--- src/rtl/register_arbiter_pkg.sv ---
// Shared types and helpers for the round-robin register arbiter.
package register_arbiter_pkg;

  typedef enum logic {
    IDLE  = 1'b0,
    GUARD = 1'b1
  } state_t;

  localparam int unsigned GUARD_W = 8;

  function automatic int unsigned idx_width(input int unsigned n);
    return (n < 3) ? 1 : $clog2(n);
  endfunction

endpackage

--- src/rtl/register_arbiter_if.sv ---
// Requester-side handshake and register-view bundle of the arbiter.
interface register_arbiter_if
  import register_arbiter_pkg::*;
#(
  parameter int unsigned DATA_WIDTH = 16,
  parameter int unsigned NUM_REQ    = 4
);

  localparam int unsigned IDX_W = idx_width(NUM_REQ);

  logic [NUM_REQ-1:0]            REQ_VALID;
  logic [NUM_REQ*DATA_WIDTH-1:0] REQ_DATA;
  logic [NUM_REQ-1:0]            REQ_READY;
  logic [DATA_WIDTH-1:0]         DATA_OUT;
  logic [IDX_W-1:0]              OWNER;
  logic                          UPDATE;
  logic                          BUSY;

  modport master (
    output REQ_VALID, REQ_DATA,
    input  REQ_READY, DATA_OUT, OWNER, UPDATE, BUSY
  );

  modport slave (
    input  REQ_VALID, REQ_DATA,
    output REQ_READY, DATA_OUT, OWNER, UPDATE, BUSY
  );

endinterface

--- src/rtl/register_arbiter_picker.sv ---
// Combinational round-robin picker: first valid requester at or after ptr, wrapping.
module rr_picker
  import register_arbiter_pkg::*;
#(
  parameter int unsigned NUM_REQ = 4
) (
  input  logic [NUM_REQ-1:0]              i_valid,
  input  logic [idx_width(NUM_REQ)-1:0]   i_ptr,
  output logic [NUM_REQ-1:0]              o_grant,
  output logic [idx_width(NUM_REQ)-1:0]   o_idx,
  output logic                            o_any
);

  localparam int unsigned IDX_W = idx_width(NUM_REQ);

  logic [31:0] w_cand;

  always_comb begin
    o_grant = '0;
    o_idx   = '0;
    o_any   = 1'b0;
    w_cand  = '0;
    // Explicit wrap: NUM_REQ need not be a power of two.
    for (int unsigned off = 0; off < NUM_REQ; off++) begin
      w_cand = 32'(i_ptr) + off;
      if (w_cand >= NUM_REQ) begin
        w_cand = w_cand - NUM_REQ;
      end
      if (!o_any && i_valid[w_cand[IDX_W-1:0]]) begin
        o_any = 1'b1;
        o_idx = w_cand[IDX_W-1:0];
      end
    end
    for (int unsigned i = 0; i < NUM_REQ; i++) begin
      o_grant[i] = o_any && (o_idx == i[IDX_W-1:0]);
    end
  end

endmodule

--- src/rtl/register_arbiter.sv ---
// Round-robin arbiter owning one shared holding register, with a post-write guard interval.
module register_arbiter
  import register_arbiter_pkg::*;
#(
  parameter int unsigned           DATA_WIDTH   = 16,
  parameter int unsigned           NUM_REQ      = 4,
  parameter int unsigned           GUARD_CYCLES = 2,
  parameter logic [DATA_WIDTH-1:0] RESET_VALUE  = '0
) (
  input  logic                CLK,
  input  logic                RST,
  register_arbiter_if.slave   bus
);

  localparam int unsigned        IDX_W   = idx_width(NUM_REQ);
  localparam logic [GUARD_W-1:0] G_LOAD  = GUARD_W'(GUARD_CYCLES);
  localparam logic [IDX_W-1:0]   PTR_MAX = IDX_W'(NUM_REQ - 1);

  state_t                r_state, w_state_nxt;
  logic [GUARD_W-1:0]    r_cnt, w_cnt_nxt;
  logic [IDX_W-1:0]      r_ptr, w_ptr_nxt;
  logic [DATA_WIDTH-1:0] r_data, w_data_nxt;
  logic [IDX_W-1:0]      r_owner, w_owner_nxt;
  logic                  r_update, w_update_nxt;
  logic [NUM_REQ-1:0]    w_ready;

  logic [NUM_REQ-1:0]    w_pick_grant;
  logic [IDX_W-1:0]      w_pick_idx;
  logic                  w_pick_any;

  rr_picker #(
    .NUM_REQ (NUM_REQ)
  ) u_picker (
    .i_valid (bus.REQ_VALID),
    .i_ptr   (r_ptr),
    .o_grant (w_pick_grant),
    .o_idx   (w_pick_idx),
    .o_any   (w_pick_any)
  );

  always_comb begin
    w_state_nxt  = r_state;
    w_cnt_nxt    = r_cnt;
    w_ptr_nxt    = r_ptr;
    w_data_nxt   = r_data;
    w_owner_nxt  = r_owner;
    w_update_nxt = 1'b0;
    w_ready      = '0;
    case (r_state)
      IDLE: begin
        w_ready = w_pick_grant;
        if (w_pick_any) begin
          w_data_nxt   = bus.REQ_DATA[32'(w_pick_idx)*DATA_WIDTH +: DATA_WIDTH];
          w_owner_nxt  = w_pick_idx;
          w_update_nxt = 1'b1;
          w_ptr_nxt    = (w_pick_idx == PTR_MAX) ? '0 : w_pick_idx + 1'b1;
          w_cnt_nxt    = G_LOAD;
          if (G_LOAD != '0) begin
            w_state_nxt = GUARD;
          end
        end
      end
      GUARD: begin
        // Leaving on the count-of-1 edge gives exactly GUARD_CYCLES busy cycles.
        if (r_cnt <= GUARD_W'(1)) begin
          w_cnt_nxt   = '0;
          w_state_nxt = IDLE;
        end else begin
          w_cnt_nxt = r_cnt - 1'b1;
        end
      end
      default: begin
        w_state_nxt = IDLE;
      end
    endcase
  end

  always_ff @(posedge CLK) begin
    if (RST) begin
      r_state  <= IDLE;
      r_cnt    <= '0;
      r_ptr    <= '0;
      r_data   <= RESET_VALUE;
      r_owner  <= '0;
      r_update <= 1'b0;
    end else begin
      r_state  <= w_state_nxt;
      r_cnt    <= w_cnt_nxt;
      r_ptr    <= w_ptr_nxt;
      r_data   <= w_data_nxt;
      r_owner  <= w_owner_nxt;
      r_update <= w_update_nxt;
    end
  end

  assign bus.REQ_READY = w_ready;
  assign bus.DATA_OUT  = r_data;
  assign bus.OWNER     = r_owner;
  assign bus.UPDATE    = r_update;
  assign bus.BUSY      = (r_state == GUARD);

endmodule

--- src/flat_wrapper.sv ---
// flat-port wrapper written by rule: the top's interface ports become plain ports
module register_arbiter_flat import register_arbiter_pkg::*;
#(
  parameter int unsigned           DATA_WIDTH   = 16,
  parameter int unsigned           NUM_REQ      = 4,
  parameter int unsigned           GUARD_CYCLES = 2,
  parameter logic [DATA_WIDTH-1:0] RESET_VALUE  = '0
)
  (CLK, RST, bus_REQ_VALID, bus_REQ_DATA, bus_REQ_READY, bus_DATA_OUT, bus_OWNER, bus_UPDATE, bus_BUSY);
  register_arbiter_if #(.DATA_WIDTH(DATA_WIDTH), .NUM_REQ(NUM_REQ)) bus_i ();
  input  logic CLK;
  input  logic RST;
  input wire logic [$bits(bus_i.REQ_VALID)-1:0] bus_REQ_VALID;
  input wire logic [$bits(bus_i.REQ_DATA)-1:0] bus_REQ_DATA;
  output wire logic [$bits(bus_i.REQ_READY)-1:0] bus_REQ_READY;
  output wire logic [$bits(bus_i.DATA_OUT)-1:0] bus_DATA_OUT;
  output wire logic [$bits(bus_i.OWNER)-1:0] bus_OWNER;
  output wire logic [$bits(bus_i.UPDATE)-1:0] bus_UPDATE;
  output wire logic [$bits(bus_i.BUSY)-1:0] bus_BUSY;
  assign bus_i.REQ_VALID = bus_REQ_VALID;
  assign bus_i.REQ_DATA = bus_REQ_DATA;
  assign bus_REQ_READY = bus_i.REQ_READY;
  assign bus_DATA_OUT = bus_i.DATA_OUT;
  assign bus_OWNER = bus_i.OWNER;
  assign bus_UPDATE = bus_i.UPDATE;
  assign bus_BUSY = bus_i.BUSY;
  register_arbiter #(.DATA_WIDTH(DATA_WIDTH), .NUM_REQ(NUM_REQ), .GUARD_CYCLES(GUARD_CYCLES), .RESET_VALUE(RESET_VALUE)) u_core (.CLK(CLK), .RST(RST), .bus(bus_i));
endmodule
--- config.mk ---
export PLATFORM = sky130hd
export DESIGN_NAME = register_arbiter_flat
export DESIGN_NICKNAME = d
export VERILOG_FILES = /design/src/rtl/register_arbiter_pkg.sv /design/src/rtl/register_arbiter_if.sv /design/src/rtl/register_arbiter_picker.sv /design/src/rtl/register_arbiter.sv /design/src/flat_wrapper.sv
export SDC_FILE = /design/constraint.sdc
export NUM_CORES = 1
export LEC_CHECK = 0
export ABC_AREA = 1
export ABC_CLOCK_PERIOD_IN_PS = 3000
export CAP_MARGIN = 20
export CORE_UTILIZATION = 46
export CTS_BUF_LIST = sky130_fd_sc_hd__clkbuf_4 sky130_fd_sc_hd__clkbuf_8
export CTS_CLUSTER_DIAMETER = 150
export CTS_CLUSTER_SIZE = 14
export DETAILED_ROUTE_END_ITERATION = 6
export PLACE_DENSITY = 0.81
export SETUP_SLACK_MARGIN = 0.02
export SYNTH_ARGS = -nofsm -noshare
export SYNTH_HDL_FRONTEND = slang
export SYNTH_SLANG_ARGS = --single-unit
export TNS_END_PERCENT = 100
--- constraint.sdc ---
create_clock -name CLK -period 3 [get_ports CLK]
set_clock_uncertainty 0.15 [all_clocks]
set_input_delay 0.75 -clock CLK [delete_from_list [all_inputs] [get_ports CLK]]
set_output_delay 0.75 -clock CLK [all_outputs]
set_load 0.05 [all_outputs]
==> metrics.csv <==
stage,metric,value,unit
outcome,status,"finished, violations left",
outcome,violations,setup timing,
timing,maxSlewHeadroom,63.6,%
detailed_routing,routed_wl,7900,µm
floorplan,die_h,75.6,µm
worst_setup_path,path_max_fanout,3,
timing,worstMarginPinSlew,544,ps
min_path,holdCritPathClass,flip-flop to flip-flop,
layout,ff_latch_area,608,µm²
layout,nFillCells,410,
floorplan,start_util,48.2,%
global_routing,grt_max_degree,36,
timing,rsz0062_at_grt,yes,
logic_synthesis,ys_types,26,
place,dpl.cell_count,591,
global_routing,grt_overflow,0,
worst_setup_path,cp-startpoint,bus_REQ_VALID[0],
floorplan,coreArea,5170,µm²
layout,antenna_cells,0,
timing,setup_viol,4,
worst_setup_path,r2r_start,u_core.r_ptr[0]$_SDFFE_PP0P_,
logic_synthesis,syn_area,2490,µm²
timing,hold_viol,0,
logic_synthesis,syn_area_per_cell,5.83,µm²
power_and_ir_drop,power_density,1190,nW/µm²
worst_setup_path,r2r_end,u_core.bus.DATA_OUT[7]$_SDFFE_PP0P_,
floorplan,die_w,75.6,µm
global_routing,antenna_found_initial,0,
logic_synthesis,syn-num-nets,501,
layout,area_growth,60.2,%
timing,slew_viol_final,0,
worst_setup_path,crit_required,2100,ps
logic_synthesis,syn_inst,428,
worst_setup_path,crit_end,bus_REQ_READY[1],
power_and_ir_drop,power,4.74,mW
detailed_routing,dr.pass1.iters,5,
layout,drive_gt1_share,20.3,%
detailed_routing,drt_iter0_markers,235,
layout,stdcell_count,611,
worst_setup_path,worstPathArrival,2230,ps
layout,layout.nets,614,
logic_synthesis,ys_ff_latch,30,
timing,fin_crit,3130,ps
power_and_ir_drop,ir_drop,0.725,mV
place,gp_congestion,0.942,
clocking,cts_made_buffers,5,
clocking,cts_tree,built,
worst_setup_path,critPathCaptureType,output pin,
clocking,htreeDepth,2,
layout,fin_util,77.3,%
power_and_ir_drop,power.leakage,2.09,nW
detailed_routing,drc,0,
floorplan,dieArea,5720,µm²
timing,worst_slack,-134,ps
global_routing,grt_pass1_wl,11300,µm
run,maxCapViolCount,0,
place,portBuffers,93,
logic_synthesis,seq_area_frac_synth,24.1,%
timing,fin_crit_sh,104,%
detailed_routing,vias,3011,
worst_setup_path,ff2ff_setup_slack,530,ps
floorplan,io_pins,94,
clocking,cts_root_buffer,clkbuf_8,
clocking,cts_num_sinks,30,
clocking,clk_latency,280,ps
worst_setup_path,path_class,input port to output pin,
logic_synthesis,ys_warn_count,0,
detailed_routing,ant_nets,0,
floorplan,rows,26,
detailed_routing,via_per_inst,4.93,
timing,fmax,0.319,GHz
detailed_routing,avgRoutedWirePerCell,12.9,µm
global_routing,track_usage,26.1,%
worst_setup_path,rr_worst_depth,13,
worst_setup_path,worstSetupStartpointType,input port,
global_routing,grt_pass1_vias,2583,
clocking,path_clk_slew,60,ps
clocking,clock_path_buffers,2,
layout,multi_input_area,1550,µm²
place,dp_hpwl,4960,µm
[cells in the final DEF (no fill, tap or decap), drive strengths merged]
cell type,count
a21oi,16
buf,38
clkbuf,7
clkdlybuf4s50,85
dfxtp,30
ha,3
inv,107
nand2,98
nand3,88
nand4,2
nor2,50
nor3,3
o2111ai,1
o21ai,12
xor2,1
[where the power goes]
part / total, mW / switching, mW / leakage (nW) / internal [mW]
registers: 0.681 / 0.118 / 0.250 / 0.563
clock network: 0.315 / 0.138 / 0.0452 / 0.177
logic: 3.74 / 2.30 / 1.79 / 1.44
[sequential cells by signal (all words and copies together), names as in the netlist]
| signal | count |
|---|---|
| u_core.bus.DATA_OUT | 16 |
| u_core.r_cnt | 8 |
| u_core.bus.OWNER | 2 |
| u_core.r_ptr | 2 |
| u_core.bus.BUSY | 1 |
| u_core.bus.UPDATE | 1 |
[critical path, stage by stage]
cell and delay [ps]:
buf_8 90, inv_8 40, nand2_1 80, nand2_2 80, o21ai_2 330, nand3_2 180, nand2_4 120, nand2_4 70
buf_6 130, nor3_4 210, buf_12 170
[area by class of cell]
class | count | share of cell area [%]
timing repair buffer | 123 | 30.8
sequential | 30 | 15.2
clock buffer | 7 | 2.10
tap | 70 | 2.19
multi-input combinational | 274 | 38.8
inverter | 107 | 10.9
[synth_stat cells, drive strengths merged]
master	count	area share, %
inv	107	16
ha	3	1.5
buf	15	5.1
nand3	88	19
xor2	1	0.35
o2111ai	1	0.35
nand4	2	0.50
dfxtp	30	24
a21oi	16	3.2
nor2	50	9.0
nor3	3	0.60
nand2	98	17
o21ai	12	2.4
clkbuf	2	0.30
[layer usage]
layer  track usage, %  up-vias  routed length (µm)
li1                 -     1522                   -
met1             31.4     1332                3070
met2             43.5      135                4000
met3             7.41       22                 617
met4             11.7        0                 211
met5                0        -                   0
[logic make-up (layout without fill, tap and decap cells)]
family / Yosys count / after routing / synth area share, %
xor+xnor: 1 / 1 / 0.351
compound gates: 29 / 29 / 5.97
fa+ha+maj: 3 / 3 / 1.50
buf+inv: 124 / 237 / 21.9
simple gates: 241 / 241 / 46.2
flops: 30 / 30 / 24.1
[timing repair]
item,4_1_cts,5_1_grt
gates cloned,0,0
hold buffers,0,0
pin swaps,15,22
gates resized for setup,42,45
setup endpoints to repair,4,4
buffers inserted,6,7
[worst min path at each step]
stage               cells after the start  slack [ps]                            to                    startpoint
floorplan                               1         300  u_core.r_cnt[0]$_SDFFE_PP0P_  u_core.r_cnt[0]$_SDFFE_PP0P_
global placement                        2         330  u_core.r_cnt[7]$_SDFFE_PP0P_  u_core.r_cnt[7]$_SDFFE_PP0P_
detailed placement                      1         330  u_core.r_cnt[0]$_SDFFE_PP0P_  u_core.r_cnt[0]$_SDFFE_PP0P_
CTS                                     1         340  u_core.r_cnt[0]$_SDFFE_PP0P_  u_core.r_cnt[0]$_SDFFE_PP0P_
finish                                  2         340  u_core.r_cnt[7]$_SDFFE_PP0P_  u_core.r_cnt[7]$_SDFFE_PP0P_
global route                            2         360  u_core.r_cnt[4]$_SDFFE_PP0P_  u_core.r_cnt[4]$_SDFFE_PP0P_
[through the flow]
step	TNS, ps	area (µm²)	hold WS, ps	setup WS, ps
after detailed placement	-1760	3570	328	-474
after global routing	-710	4000	364	-227
after CTS	0	3770	342	3.50
final	-416	4000	341	-134
after global placement	-1370	3570	325	-376
after floorplan	-87.4	2530	304	-32.4
(Power assumes the default switching activity.)
